<file path="config.mk">
export PLATFORM = sky130hd
export DESIGN_NAME = fifo_init_seq
export DESIGN_NICKNAME = d
export VERILOG_FILES = /design/src/rtl/fifo_init_pkg.sv /design/src/rtl/fifo_init_seq.sv
export SDC_FILE = /design/constraint.sdc
export NUM_CORES = 1
export LEC_CHECK = 0
export BUFFER_PORTS_ARGS = -buffer_cell sky130_fd_sc_hd__buf_2
export CORE_MARGIN = 2
export CORE_UTILIZATION = 57
export CTS_CLUSTER_DIAMETER = 30
export DETAILED_ROUTE_END_ITERATION = 10
export PLACE_DENSITY_LB_ADDON = 0.3
export SLEW_MARGIN = 20
export SYNTH_ARGS = -nofsm -noshare
export SYNTH_HDL_FRONTEND = slang
export SYNTH_SLANG_ARGS = --single-unit
</file>
<file path="constraint.sdc">
create_clock -name i_clk -period 4.2 [get_ports i_clk]
set_input_delay 0 -clock i_clk [delete_from_list [all_inputs] [get_ports i_clk]]
set_output_delay 0 -clock i_clk [all_outputs]
set_load 0.005 [all_outputs]
</file>
<file path="src/rtl/fifo_init_pkg.sv">
// Shared types and helpers for the FIFO post-reset initialisation sequencer.
package fifo_init_pkg;

    typedef enum logic [1:0] {
        S_RST     = 2'd0,
        S_CLEAR   = 2'd1,
        S_RELEASE = 2'd2,
        S_DONE    = 2'd3
    } init_state_e;

    // Every RAM word is written with copies of this bit during the clear walk.
    localparam logic CLEAR_BIT = 1'b0;

    // Ceiling log2, usable in parameter/localparam expressions.
    function automatic int clog2(input int value);
        int res;
        res = 0;
        for (int i = 0; i < 31; i++) begin
            if ((1 << res) < value) begin
                res = res + 1;
            end
        end
        return res;
    endfunction

endpackage

</file>
<file path="src/rtl/fifo_init_seq.sv">
// Post-reset initialisation sequencer: zero-fills the FIFO RAM, then releases
// the per-stage active-low resets one by one with a fixed gap, then reports done.
//
// state     | meaning
// ----------+-----------------------------------------------------------
// S_RST     | global reset held or just released; outputs at reset values
// S_CLEAR   | writing zero to one RAM word per clock, address 0..DEPTH-1
// S_RELEASE | counting hold gaps and releasing stage resets in order
// S_DONE    | all stages released; waits here until reset or soft reset
module fifo_init_seq
    import fifo_init_pkg::*;
#(
    parameter int ADDR_WIDTH  = 4,
    parameter int DATA_WIDTH  = 8,
    parameter int NUM_STAGES  = 3,
    parameter int HOLD_CYCLES = 4
) (
    input  logic                  i_clk,
    input  logic                  i_rst,
    input  logic                  i_soft_rst,
    output logic                  o_mem_wr_en,
    output logic [ADDR_WIDTH-1:0] o_mem_addr,
    output logic [DATA_WIDTH-1:0] o_mem_wdata,
    output logic [NUM_STAGES-1:0] o_stage_rst_n,
    output logic                  o_init_busy,
    output logic                  o_init_done
);

    localparam int CNT_W = clog2(HOLD_CYCLES) + 1;
    localparam int IDX_W = clog2(NUM_STAGES) + 1;

    localparam logic [CNT_W-1:0]      HOLD_LAST  = CNT_W'(HOLD_CYCLES - 1);
    localparam logic [IDX_W-1:0]      STAGE_LAST = IDX_W'(NUM_STAGES - 1);
    localparam logic [ADDR_WIDTH-1:0] ADDR_LAST  = {ADDR_WIDTH{1'b1}};
    localparam logic [DATA_WIDTH-1:0] CLEAR_WORD = {DATA_WIDTH{CLEAR_BIT}};

    init_state_e           state_q, state_d;
    logic                  wr_en_q, wr_en_d;
    logic [ADDR_WIDTH-1:0] addr_q, addr_d;
    logic [DATA_WIDTH-1:0] wdata_q, wdata_d;
    logic [NUM_STAGES-1:0] stage_rst_n_q, stage_rst_n_d;
    logic                  busy_q, busy_d;
    logic                  done_q, done_d;
    logic [CNT_W-1:0]      cnt_q, cnt_d;
    logic [IDX_W-1:0]      idx_q, idx_d;

    // State and registered outputs; global reset returns everything to the idle values.
    always_ff @(posedge i_clk or posedge i_rst) begin
        if (i_rst) begin
            state_q       <= S_RST;
            wr_en_q       <= 1'b0;
            addr_q        <= '0;
            wdata_q       <= '0;
            stage_rst_n_q <= '0;
            busy_q        <= 1'b1;
            done_q        <= 1'b0;
            cnt_q         <= '0;
            idx_q         <= '0;
        end else begin
            state_q       <= state_d;
            wr_en_q       <= wr_en_d;
            addr_q        <= addr_d;
            wdata_q       <= wdata_d;
            stage_rst_n_q <= stage_rst_n_d;
            busy_q        <= busy_d;
            done_q        <= done_d;
            cnt_q         <= cnt_d;
            idx_q         <= idx_d;
        end
    end

    // Next-state and next-output logic; soft reset overrides every state except S_RST.
    always_comb begin
        state_d       = state_q;
        wr_en_d       = wr_en_q;
        addr_d        = addr_q;
        wdata_d       = CLEAR_WORD;
        stage_rst_n_d = stage_rst_n_q;
        busy_d        = busy_q;
        done_d        = done_q;
        cnt_d         = cnt_q;
        idx_d         = idx_q;

        case (state_q)
            S_RST: begin
                state_d = S_CLEAR;
                wr_en_d = 1'b1;
                addr_d  = '0;
                cnt_d   = '0;
                idx_d   = '0;
            end
            S_CLEAR: begin
                if (addr_q == ADDR_LAST) begin
                    state_d = S_RELEASE;
                    wr_en_d = 1'b0;
                    addr_d  = '0;
                    cnt_d   = '0;
                    idx_d   = '0;
                end else begin
                    addr_d = addr_q + 1'b1;
                end
            end
            S_RELEASE: begin
                if (cnt_q == HOLD_LAST) begin
                    cnt_d = '0;
                    idx_d = idx_q + 1'b1;
                    for (int k = 0; k < NUM_STAGES; k++) begin
                        if (idx_q == IDX_W'(k)) begin
                            stage_rst_n_d[k] = 1'b1;
                        end
                    end
                    if (idx_q == STAGE_LAST) begin
                        state_d = S_DONE;
                        busy_d  = 1'b0;
                        done_d  = 1'b1;
                    end
                end else begin
                    cnt_d = cnt_q + 1'b1;
                end
            end
            S_DONE: begin
                state_d = S_DONE;
            end
            default: begin
                state_d = S_RST;
            end
        endcase

        // Restart the whole walk without touching the global reset; while held,
        // address 0 is rewritten every cycle.
        if (i_soft_rst && (state_q != S_RST)) begin
            state_d       = S_CLEAR;
            wr_en_d       = 1'b1;
            addr_d        = '0;
            stage_rst_n_d = '0;
            busy_d        = 1'b1;
            done_d        = 1'b0;
            cnt_d         = '0;
            idx_d         = '0;
        end
    end

    assign o_mem_wr_en   = wr_en_q;
    assign o_mem_addr    = addr_q;
    assign o_mem_wdata   = wdata_q;
    assign o_stage_rst_n = stage_rst_n_q;
    assign o_init_busy   = busy_q;
    assign o_init_done   = done_q;

endmodule

</file>
==> results of run 1 <==
[where the power goes]
group	switching (uW)	internal [uW]
sequential	3.74	167
clock	51.8	35.5
combinational	22.4	14.5
total	77.9	217
[flip-flops by register name (all words and copies together) (netlist names)]
register / cells
cnt_q: 3
idx_q: 3
o_init_busy: 1
o_init_done: 1
o_mem_addr: 4
o_mem_wr_en: 1
o_stage_rst_n: 2
state_q: 2
[worst min-delay path, stage by stage]
cell                       delay (ns)
sky130_fd_sc_hd__buf_2           0.14
sky130_fd_sc_hd__nand2b_4        0.16
sky130_fd_sc_hd__nand2_1         0.07
[cells in the final DEF (no fill, tap or decap), types with 2 or more instances in the layout]
cell type,count
sky130_fd_sc_hd__o21ai_0,2
sky130_fd_sc_hd__nand3_2,3
sky130_fd_sc_hd__nand2_1,7
sky130_fd_sc_hd__mux2i_1,2
sky130_fd_sc_hd__nor2_1,8
sky130_fd_sc_hd__ha_1,9
sky130_fd_sc_hd__dfrtp_1,16
sky130_fd_sc_hd__clkbuf_4,3
sky130_fd_sc_hd__inv_1,7
sky130_fd_sc_hd__nor3_1,2
sky130_fd_sc_hd__buf_2,12
sky130_fd_sc_hd__mux2_2,2
sky130_fd_sc_hd__o211ai_1,2
sky130_fd_sc_hd__a21oi_1,4
sky130_fd_sc_hd__nand2b_1,3
sky130_fd_sc_hd__nand3_1,3
sky130_fd_sc_hd__conb_1,8
[cell type report]
type	count	area, um^2	area share [%]
clock buffers	3	22.52	2.022
multi-input cells	72	531.8	47.75
well taps	25	31.28	2.809
flip-flops and latches	17	426.7	38.31
inverters	7	26.28	2.360
repair buffers	13	70.07	6.292
clock inverters	1	5.005	0.4494
[how the worst max path moves through the flow]
stage,slack [ns],end,cells past startpoint
after global routing,2.29,state_q[1],6
after detailed placement,2.43,state_q[1],6
final,2.40,state_q[1],6
after global placement,2.50,state_q[1],6
after CTS,2.40,state_q[1],6
after floorplan,2.63,state_q[1],7
[metrics by stage]
stage	total power, uW	std cells	worst slack [ns]	utilization, %
2_1_floorplan	207.1	107	2.634	-
3_3_place_gp	209.1	133	2.497	62.32
3_5_place_dp	209.9	133	2.433	62.32
4_1_cts	297.5	138	2.404	64.49
5_1_grt	311.2	138	2.290	64.49
6_report	294.9	138	2.399	64.49
[per-layer routing]
layer / track usage [%] / up-vias / part of all wire (%)
li1: - / 354 / -
met1: 26.41 / 330 / 49
met2: 27.95 / 17 / 46
met3: 3.462 / 3 / 3.3
met4: 6.667 / 0 / 1.7
met5: 0 / - / 0
[cells by family after synthesis]
family | share of synthesized area [%]
simple gates | 19.69
buf+inv | 10.56
flops | 40.94
compound gates | 12.13
fa+ha+maj | 10.80
mux | 5.522
other cells | 0.3598
==> results.txt, run 1 <==
----------------------------------------------------
[Status]
  Result of the run ... finished clean

[Placed design]
  Quantity of I/O buffers inserted on ports ... 12
  Routability congestion estimate from global placement ... 0.8063
  Half-perimeter wire length after detailed placement ... 1325 um
  Post-placement cell area ... 0.001076 mm^2

[Synth]
  Most numerous cell types in the synthesized netlist ... 16 x sky130_fd_sc_hd__dfrtp_1, 9 x sky130_fd_sc_hd__buf_4, 9 x sky130_fd_sc_hd__ha_1, 8 x sky130_fd_sc_hd__nor2_1
  Count of different cell masters after synthesis ... 36
  Cell count after synthesis ... 100
  Dominant cell type by area after synthesis ... sky130_fd_sc_hd__dfrtp_1
  Top-count cell post-synth ... sky130_fd_sc_hd__dfrtp_1
  Synth Flop Type ... sky130_fd_sc_hd__dfrtp_1
  Share of the yosys chip area belonging to registers ... 40.94%
  Post-synthesis instance area ... 0.001042 mm^2
  FFs w/ async S/R, synth ... 100.0%
  Count of flip-flops with a built-in enable after synthesis ... 0
  Area fraction of the dominant cell type after synthesis ... 38.42%
  Cells taking the most area after synthesis ... sky130_fd_sc_hd__dfrtp_1 38%, sky130_fd_sc_hd__ha_1 11%, sky130_fd_sc_hd__buf_4 6.5%
  Seq cells post-synth ... 17
  Average cell area after synthesis ... 10.42 um^2
  Warnings from Yosys ... 0

[Timing]
  Hold_ws ... 0.06671 ns
  Highest clock rate ... 0.5553 GHz
  Setup Total Neg Slack ... 0 ns
  RSZ-0062 raised after global routing ... no
  Total of endpoints with negative setup slack in the final report ... 0
  Min Clock Period, post-route ... 1.801 ns
  Worst slew pin tran ... 0.6481 ns
  Period utilisation layout ... 42.87%
  Maximum clock skew at final layout ... 0.004283 ns
  Number of hold-slack violations in the final timing report ... 0
  Relative slew slack ... 56.75%
  Final max-slew violation count ... 0

[Critical path]
  Register-to-Register Path Depth ... 6
  Startpoint of the most critical setup path ... state_q[1]
  Launching point of the worst reg2reg path ... state_q[1]
  Type of element launching the critical path ... register
  Worst R2R End ... state_q[1]
  Crit path kind ... register to register
  Crit-path cells ... inv_1 > ha_1 > nand2b_4 > nand2_1 > o21ai_2 > mux2_4
  Setup slack, reg-to-reg ... 2.40 ns
  Arrival time at the worst endpoint ... 1.99 ns
  Number of buffer and inverter instances along the worst setup path ... 1
  Critical path's slowest cell ... sky130_fd_sc_hd__dfrtp_1
  Critical path's largest stage delay ... 0.42 ns
  Data required time of the critical path ... 4.39 ns
  Top delay family on crit path ... flip-flops
  Endpoint type of the worst setup path ... register
  Maximum fanout encountered on the critical timing path ... 12

[Pwr]
  IR drop worst, VDD ... 0.1972 mV
  Leakage component of the power ... 0.0005535 uW
  Power per cell area ... 264.8 mW/mm^2

[Layout]
  Final design instance area without fill ... 0.001114 mm^2
  Fraction of final layout cells sized beyond drive strength 1 ... 26.55%
  Area added between synthesis and finish ... 6.843%
  Antenna cell count ... 0
  Fill count ... 154
  Nets ... 126

[GRT]
  Total congestion overflow after global routing ... 0
  Global-route total usage across every layer ... 18.42%
  First-pass GRT wire length ... 2822 um
  Largest net degree at the start of global routing ... 18
  Number of global-route vias before repair ... 628
  Number of antenna violations at the first check in global routing ... 0

[Detailed routing]
  Routed Antenna Nets ... 0
  First-pass iteration count of the detailed router ... 4
  Residual DRC count ... 0
  Routed wire length ... 1710 um
  Mean routed wirelength per cell ... 12.39 um
  First-iteration detailed-routing DRC count ... 4
  Detailed-route vias per instance ... 5.101
  Via total after detailed routing ... 704

[CTS]
  Clock latency reported for the late side of the worst-skew pair ... 0.29 ns
  Clock tree from TritonCTS ... built
  Root Driver ... sky130_fd_sc_hd__clkbuf_4
  Post-CTS Hold Fix Bufs ... 1
  Clock-pin slew reported for the worst setup and hold paths after clock tree synthesis ... 0.10 ns
  Resize count post-CTS ... 0
  Clock tree sinks ... 17
  Post-CTS setup buffer count ... 0
  Number of buffers created by CTS ... 3
  Clk buf depth ... 2
  Depth of the CTS H-tree ... 1

[Floorplanning]
  Die width ... 46.76 um
  Die Y-Extent ... 46.76 um
  Placeable core region ... 0.001727 mm^2
  Effective utilization at floorplan ... 60.36%
  Die area ... 0.002187 mm^2
  Row Count ... 15
  I/O pin count ... 21

[Run]
  Max-cap check violation count ... 0

[Worst hold path]
  Origin of the worst min-delay path ... i_soft_rst
  Hold Path Stages ... 3
  Min-Delay Endpoint ... o_init_busy
  Tightest Hold Check Type ... input pin to register

----------------------------------------------------
Note: power is estimated with default switching activity, not from simulation.
==> run 2: changes to the inputs <==
- ABC_AREA: default -> 1
- CORE_UTILIZATION: 57 -> 48
- clock period: 4.2 -> 1.5 ns (I/O delays scaled with it)
==> run 2 against run 1 <==
Net effect:
- critical path depth rose by 1
- sequential share of layout area fell by 3.0 points
- clock power rose to 2.8 times the previous value
- combinational power rose to 25 times the previous value
- routed wire length rose by 8.9%
==> results.txt, run 2 <==
----------------------------------------------------
[Status]
  Result of the run ... finished clean

[Synth]
  Average cell area after synthesis ... 8.563 um^2
  Proportion of synthesized area in mux cells ... 0%
  Area fraction of the dominant cell type after synthesis ... 36.53%
  Synth Flop Type ... sky130_fd_sc_hd__dfrtp_1
  Cell count after synthesis ... 128
  FFs w/ async S/R, synth ... 100.0%
  Post-synthesis share of cell area spent on xor and xnor gates ... 2.397%
  Compound-gate portion of the synthesized area ... 5.822%
  Seq cells post-synth ... 17
  Post-Synth Adder-Cell Area ... 10.27%
  Main combinational cell family by area after synthesis ... simple AND/OR/NAND/NOR gates
  Most numerous cell types in the synthesized netlist ... 29 x sky130_fd_sc_hd__nand2_1, 16 x sky130_fd_sc_hd__dfrtp_1, 13 x sky130_fd_sc_hd__inv_1, 10 x sky130_fd_sc_hd__nor2_1
  Post-synthesis share of cell area spent on and, or, nand and nor gates ... 29.79%
  Cells taking the most area after synthesis ... sky130_fd_sc_hd__dfrtp_1 37%, sky130_fd_sc_hd__ha_1 10%, sky130_fd_sc_hd__nand2_1 9.9%
  Share of the yosys chip area belonging to registers ... 38.93%
  Count of different cell masters after synthesis ... 26
  Post-synthesis instance area ... 0.001096 mm^2
  Count of flip-flops with a built-in enable after synthesis ... 0
  Top-count cell post-synth ... sky130_fd_sc_hd__nand2_1
  Warnings from Yosys ... 0
  Dominant cell type by area after synthesis ... sky130_fd_sc_hd__dfrtp_1

[Critical path]
  Endpoint type of the worst setup path ... register
  Setup slack, reg-to-reg ... 0.11 ns
  Data required time of the critical path ... 1.68 ns
  Maximum fanout encountered on the critical timing path ... 4
  Crit path kind ... register to register
  Type of element launching the critical path ... register
  Launching point of the worst reg2reg path ... state_q[1]
  Arrival time at the worst endpoint ... 1.57 ns
  Startpoint of the most critical setup path ... state_q[1]

[Timing]
  Min Clock Period, post-route ... 1.389 ns
  Setup Total Neg Slack ... 0 ns
  Highest clock rate ... 0.7202 GHz
  Total of endpoints with negative setup slack in the final report ... 0
  Relative slew slack ... 57.17%
  Final worst setup slack ... 0.1114 ns
  Maximum clock skew at final layout ... 0.001425 ns
  Number of hold-slack violations in the final timing report ... 0
  Worst slew pin tran ... 0.6418 ns
  Period utilisation layout ... 92.57%
  Final max-slew violation count ... 0

[CTS]
  Clock-pin slew reported for the worst setup and hold paths after clock tree synthesis ... 0.10 ns
  Number of buffers created by CTS ... 3
  Depth of the CTS H-tree ... 1
  Clock latency reported for the late side of the worst-skew pair ... 0.28 ns
  Clock tree from TritonCTS ... built
  Root Driver ... sky130_fd_sc_hd__clkbuf_4
  Clock tree sinks ... 17
  Clk buf depth ... 2

[Detailed routing]
  First-iteration detailed-routing DRC count ... 7
  Routed Antenna Nets ... 0
  Routed wire length ... 1863 um
  Mean routed wirelength per cell ... 10.83 um
  Detailed-route vias per instance ... 4.703
  Via total after detailed routing ... 809
  Residual DRC count ... 0
  First-pass iteration count of the detailed router ... 4

[Run]
  Max-cap check violation count ... 0

[Layout]
  Fraction of final layout cells sized beyond drive strength 1 ... 25.00%
  Finished Layout Cells ... 172
  Nets ... 157
  Area added between synthesis and finish ... 10.27%
  Register cell area after layout ... 426.7 um^2
  Final design instance area without fill ... 0.001209 mm^2
  Final standard cell utilization of the core ... 55.17%
  Fill count ... 208
  Max FFs per register ... 4
  Antenna cell count ... 0
  Multi-input combinational cell area ... 571.8 um^2
  Commonest non-fill, non-tap cell in the layout ... sky130_fd_sc_hd__nand2_1
  Most frequent cells in the layout ... 29 x sky130_fd_sc_hd__nand2_1, 16 x sky130_fd_sc_hd__dfrtp_1, 12 x sky130_fd_sc_hd__inv_1, 12 x sky130_fd_sc_hd__buf_2, 10 x sky130_fd_sc_hd__nor2_1

[Placed design]
  Quantity of I/O buffers inserted on ports ... 12
  Post-placement cell area ... 0.001145 mm^2
  Inst Count DP ... 165
  Setup Slack @ Placement ... 0.09789 ns
  Routability congestion estimate from global placement ... 0.8513
  Half-perimeter wire length after detailed placement ... 1464 um

[Pwr]
  Power per cell area ... 1468 mW/mm^2
  Leakage component of the power ... 0.0006477 uW
  IR drop worst, VDD ... 0.7946 mV

[GRT]
  First-pass GRT wire length ... 3174 um
  Number of global-route vias before repair ... 746
  Total congestion overflow after global routing ... 0
  Global-route total usage across every layer ... 16.08%
  Number of antenna violations at the first check in global routing ... 0
  Largest net degree at the start of global routing ... 18

[Worst hold path]
  Tightest Hold Check Type ... input pin to register
  Origin of the worst min-delay path ... i_soft_rst

[Floorplanning]
  Die Y-Extent ... 51.79 um
  I/O pin count ... 21
  Placeable core region ... 0.002191 mm^2
  Die area ... 0.002682 mm^2
  Effective utilization at floorplan ... 50.03%
  Row Count ... 17
  Die width ... 51.79 um

----------------------------------------------------
## run 2: cell types whose count changed in the layout (fill, tap and decap cells not counted), moves of 4 or more
cell                      before  now
sky130_fd_sc_hd__nand4_1       0    4
sky130_fd_sc_hd__o21ai_0       2    7
sky130_fd_sc_hd__nand2_1       7   29
sky130_fd_sc_hd__inv_1         7   12
sky130_fd_sc_hd__inv_2         0    4
## run 2: kinds of logic (layout without fill, tap and decap cells)
| family | after synthesis | in the layout |
|---|---|---|
| flops | 17 | 17 |
| simple gates | 60 | 60 |
| compound gates | 11 | 11 |
| fa+ha+maj | 9 | 9 |
| other cells | 1 | 8 |
| buf+inv | 27 | 36 |
| xor+xnor | 3 | 3 |
## run 2: worst paths after layout
kind	end	cells past startpoint
max	cnt_q[0]	7
max in group asynchronous	idx_q[1]	3
min	o_init_busy	3
min reg2reg	o_init_busy	2
max reg2reg	cnt_q[0]	7
min in group asynchronous	o_mem_addr[0]	3
## run 2: repair_timing
| item | in CTS | in global routing |
|---|---|---|
| setup buffers | 0 | 2 |
| endpoints found under the hold margin | 16 | 0 |
| endpoints found under the setup margin | 0 | 4 |
| resized for setup | 0 | 3 |
| hold buffers | 1 | 0 |
## run 2: power by group
part / leakage (uW) / total, uW / switching (uW) / internal (uW)
Clock: 0.0000150 / 244 / 141 / 103
Sequential: 0.000223 / 616 / 74.2 / 541
Combinational: 0.000410 / 915 / 563 / 352
## run 2: metrics by stage
step / hold slack, ns / power, uW
6_report: 0.02679 / 1774
5_1_grt: 0.02355 / 1954
4_1_cts: 0.02527 / 1716
3_5_place_dp: 0.1309 / 1461
3_3_place_gp: 0.1214 / 1441
2_1_floorplan: -0.07466 / 1307
## run 2: final cells by class
cell class / instances / area share [%]
multi-input combinational: 91 / 47.31
timing repair buffer: 15 / 7.039
tap: 28 / 2.899
inverter: 17 / 5.279
clock buffer: 4 / 2.174
sequential: 17 / 35.30
## run 2: layer usage
| layer | share of wire (%) | vias up | wire (um) | GRT usage [%] |
|---|---|---|---|---|
| met5 | 0 | - | 0 | 0 |
| met4 | 0.86 | 0 | 16 | 6.579 |
| met3 | 3.1 | 2 | 57 | 3.448 |
| met2 | 49 | 15 | 913 | 26.50 |
| met1 | 47 | 369 | 877 | 20.36 |
| li1 | - | 423 | - | - |
## run 2: worst max-delay path: stages, from the launching register on
cell and delay (ns):
sky130_fd_sc_hd__dfrtp_1 0.39, sky130_fd_sc_hd__inv_1 0.12, sky130_fd_sc_hd__ha_1 0.33, sky130_fd_sc_hd__nand2_4 0.11, sky130_fd_sc_hd__nor2_4 0.16, sky130_fd_sc_hd__nor2_4 0.06, sky130_fd_sc_hd__nand2_1 0.06, sky130_fd_sc_hd__nand2_1 0.05
==> run 3: changes to the inputs <==
- MAX_ROUTING_LAYER: default -> met4
==> run 3 against run 2 <==
Net effect:
- clock skew about the same
- sequential power about the same
- critical path depth unchanged
- via count unchanged
- maximum frequency about the same
- total power about the same
- clock power about the same
- critical endpoint unchanged
- highest routed layer unchanged
==> results.txt, run 3 (synthesized netlist as in run 2, its figures left out) <==
----------------------------------------------------
[Pwr]
  Power per cell area ... 1468 mW/mm^2
  IR drop worst, VDD ... 0.7946 mV
  Leakage component of the power ... 0.0006477 uW

[Critical path]
  Crit-path cells ... inv_1 > ha_1 > nand2_4 > nor2_4 > nor2_4 > nand2_1 > nand2_1
  Startpoint of the most critical setup path ... state_q[1]
  Maximum fanout encountered on the critical timing path ... 4
  Launching point of the worst reg2reg path ... state_q[1]
  Critical path's largest stage delay ... 0.39 ns
  Worst R2R End ... cnt_q[0]
  Setup slack, reg-to-reg ... 0.11 ns
  Type of element launching the critical path ... register
  End point of the critical path ... cnt_q[0]
  Endpoint type of the worst setup path ... register
  Crit path kind ... register to register
  Critical path's slowest cell ... sky130_fd_sc_hd__dfrtp_1
  Arrival time at the worst endpoint ... 1.57 ns
  Data required time of the critical path ... 1.68 ns
  Register-to-Register Path Depth ... 7

[Timing]
  Total of endpoints with negative setup slack in the final report ... 0
  Highest clock rate ... 0.7202 GHz
  Maximum clock skew at final layout ... 0.001388 ns
  Min Clock Period, post-route ... 1.389 ns
  Number of hold-slack violations in the final timing report ... 0
  Worst slew pin tran ... 0.6420 ns
  Final worst setup slack ... 0.1115 ns
  Period utilisation layout ... 92.57%
  Final max-slew violation count ... 0
  Relative slew slack ... 57.16%
  Hold_ws ... 0.02673 ns

[CTS]
  Clk buf depth ... 2
  Clock latency reported for the late side of the worst-skew pair ... 0.28 ns
  Depth of the CTS H-tree ... 1
  Clock tree from TritonCTS ... built
  Root Driver ... sky130_fd_sc_hd__clkbuf_4
  Clock tree sinks ... 17
  Clock-pin slew reported for the worst setup and hold paths after clock tree synthesis ... 0.10 ns
  Number of buffers created by CTS ... 3

[Floorplanning]
  Die width ... 51.79 um
  Placeable core region ... 0.002191 mm^2
  Effective utilization at floorplan ... 50.03%
  Row Count ... 17
  Die area ... 0.002682 mm^2
  I/O pin count ... 21
  Die Y-Extent ... 51.79 um

[Layout]
  Nets ... 157
  Most frequent cells in the layout ... 29 x sky130_fd_sc_hd__nand2_1, 16 x sky130_fd_sc_hd__dfrtp_1, 12 x sky130_fd_sc_hd__inv_1, 12 x sky130_fd_sc_hd__buf_2, 10 x sky130_fd_sc_hd__nor2_1
  Commonest non-fill, non-tap cell in the layout ... sky130_fd_sc_hd__nand2_1
  Area added between synthesis and finish ... 10.27%
  Fraction of final layout cells sized beyond drive strength 1 ... 25.00%
  Multi-input combinational cell area ... 571.8 um^2
  Antenna cell count ... 0
  Finished Layout Cells ... 172
  Final standard cell utilization of the core ... 55.17%
  Max FFs per register ... 4
  Register cell area after layout ... 426.7 um^2
  Fill count ... 208

[Detailed routing]
  First-pass iteration count of the detailed router ... 4
  First-iteration detailed-routing DRC count ... 7
  Residual DRC count ... 0
  Routed wire length ... 1863 um
  Detailed-route vias per instance ... 4.703
  Routed Antenna Nets ... 0
  Via total after detailed routing ... 809
  Mean routed wirelength per cell ... 10.83 um

[Status]
  Result of the run ... finished clean

[Placed design]
  Quantity of I/O buffers inserted on ports ... 12
  Routability congestion estimate from global placement ... 0.8647
  Setup Slack @ Placement ... 0.09789 ns
  Inst Count DP ... 165
  Half-perimeter wire length after detailed placement ... 1464 um

[GRT]
  First-pass GRT wire length ... 3174 um
  Number of global-route vias before repair ... 747
  Number of antenna violations at the first check in global routing ... 0
  Largest net degree at the start of global routing ... 18
  Total congestion overflow after global routing ... 0
  Global-route total usage across every layer ... 16.50%

[Worst hold path]
  Tightest Hold Check Type ... input pin to register

[Run]
  Max-cap check violation count ... 0

----------------------------------------------------
run 3: critical path, delay by kind of cell, from the launching register on:
kind	cells	cell delay, ns
simple gates	5	0.44
fa+ha+maj	1	0.33
buf+inv	1	0.12
flops	1	0.39
run 3: timing repair:
action,4_1_cts,5_1_grt
setup endpoints to repair,0,4
hold buffers,1,0
hold endpoints to repair,16,0
gates resized for setup,0,3
setup buffers,0,2
run 3: per-stage QoR:
step | power [uW] | setup TNS (ns) | cell area, um^2
global route | 1955 | -0.0001450 | 1209
finish | 1774 | 0 | 1209
floorplan | 1307 | 0 | 1122
CTS | 1716 | 0 | 1181
global placement | 1441 | 0 | 1145
detailed placement | 1461 | 0 | 1145
run 3: worst min path at each step:
stage	start	end	slack [ns]	cells after the start
3_3_place_gp	i_rst	state_q[1]	0.12	2
2_1_floorplan	i_rst	cnt_q[0]	-0.07	1
4_1_cts	i_soft_rst	o_init_busy	0.03	3
6_report	i_soft_rst	o_init_busy	0.03	3
3_5_place_dp	i_rst	o_init_done	0.13	2
5_1_grt	i_soft_rst	o_init_busy	0.02	3
run 3: area by class of cell:
| cell class | instances | share of cell area [%] |
|---|---|---|
| Multi-Input combinational cell | 91 | 47.31 |
| Tap cell | 28 | 2.899 |
| Inverter | 17 | 5.279 |
| Timing Repair Buffer | 15 | 7.039 |
| Sequential cell | 17 | 35.30 |
| Clock buffer | 4 | 2.174 |
run 3: metal layers:
metal / vias to the layer above / GRT usage, % / part of all wire, %
li1: 423 / - / -
met1: 369 / 20.36 / 47
met2: 15 / 26.50 / 49
met3: 2 / 3.448 / 3.0
met4: 0 / 6.579 / 0.91
met5: - / - / 0
run 3: report_power, final:
part	switching (uW)	internal, uW
Clock	141	103
Sequential	74.3	541
Combinational	563	352
Total	778	996
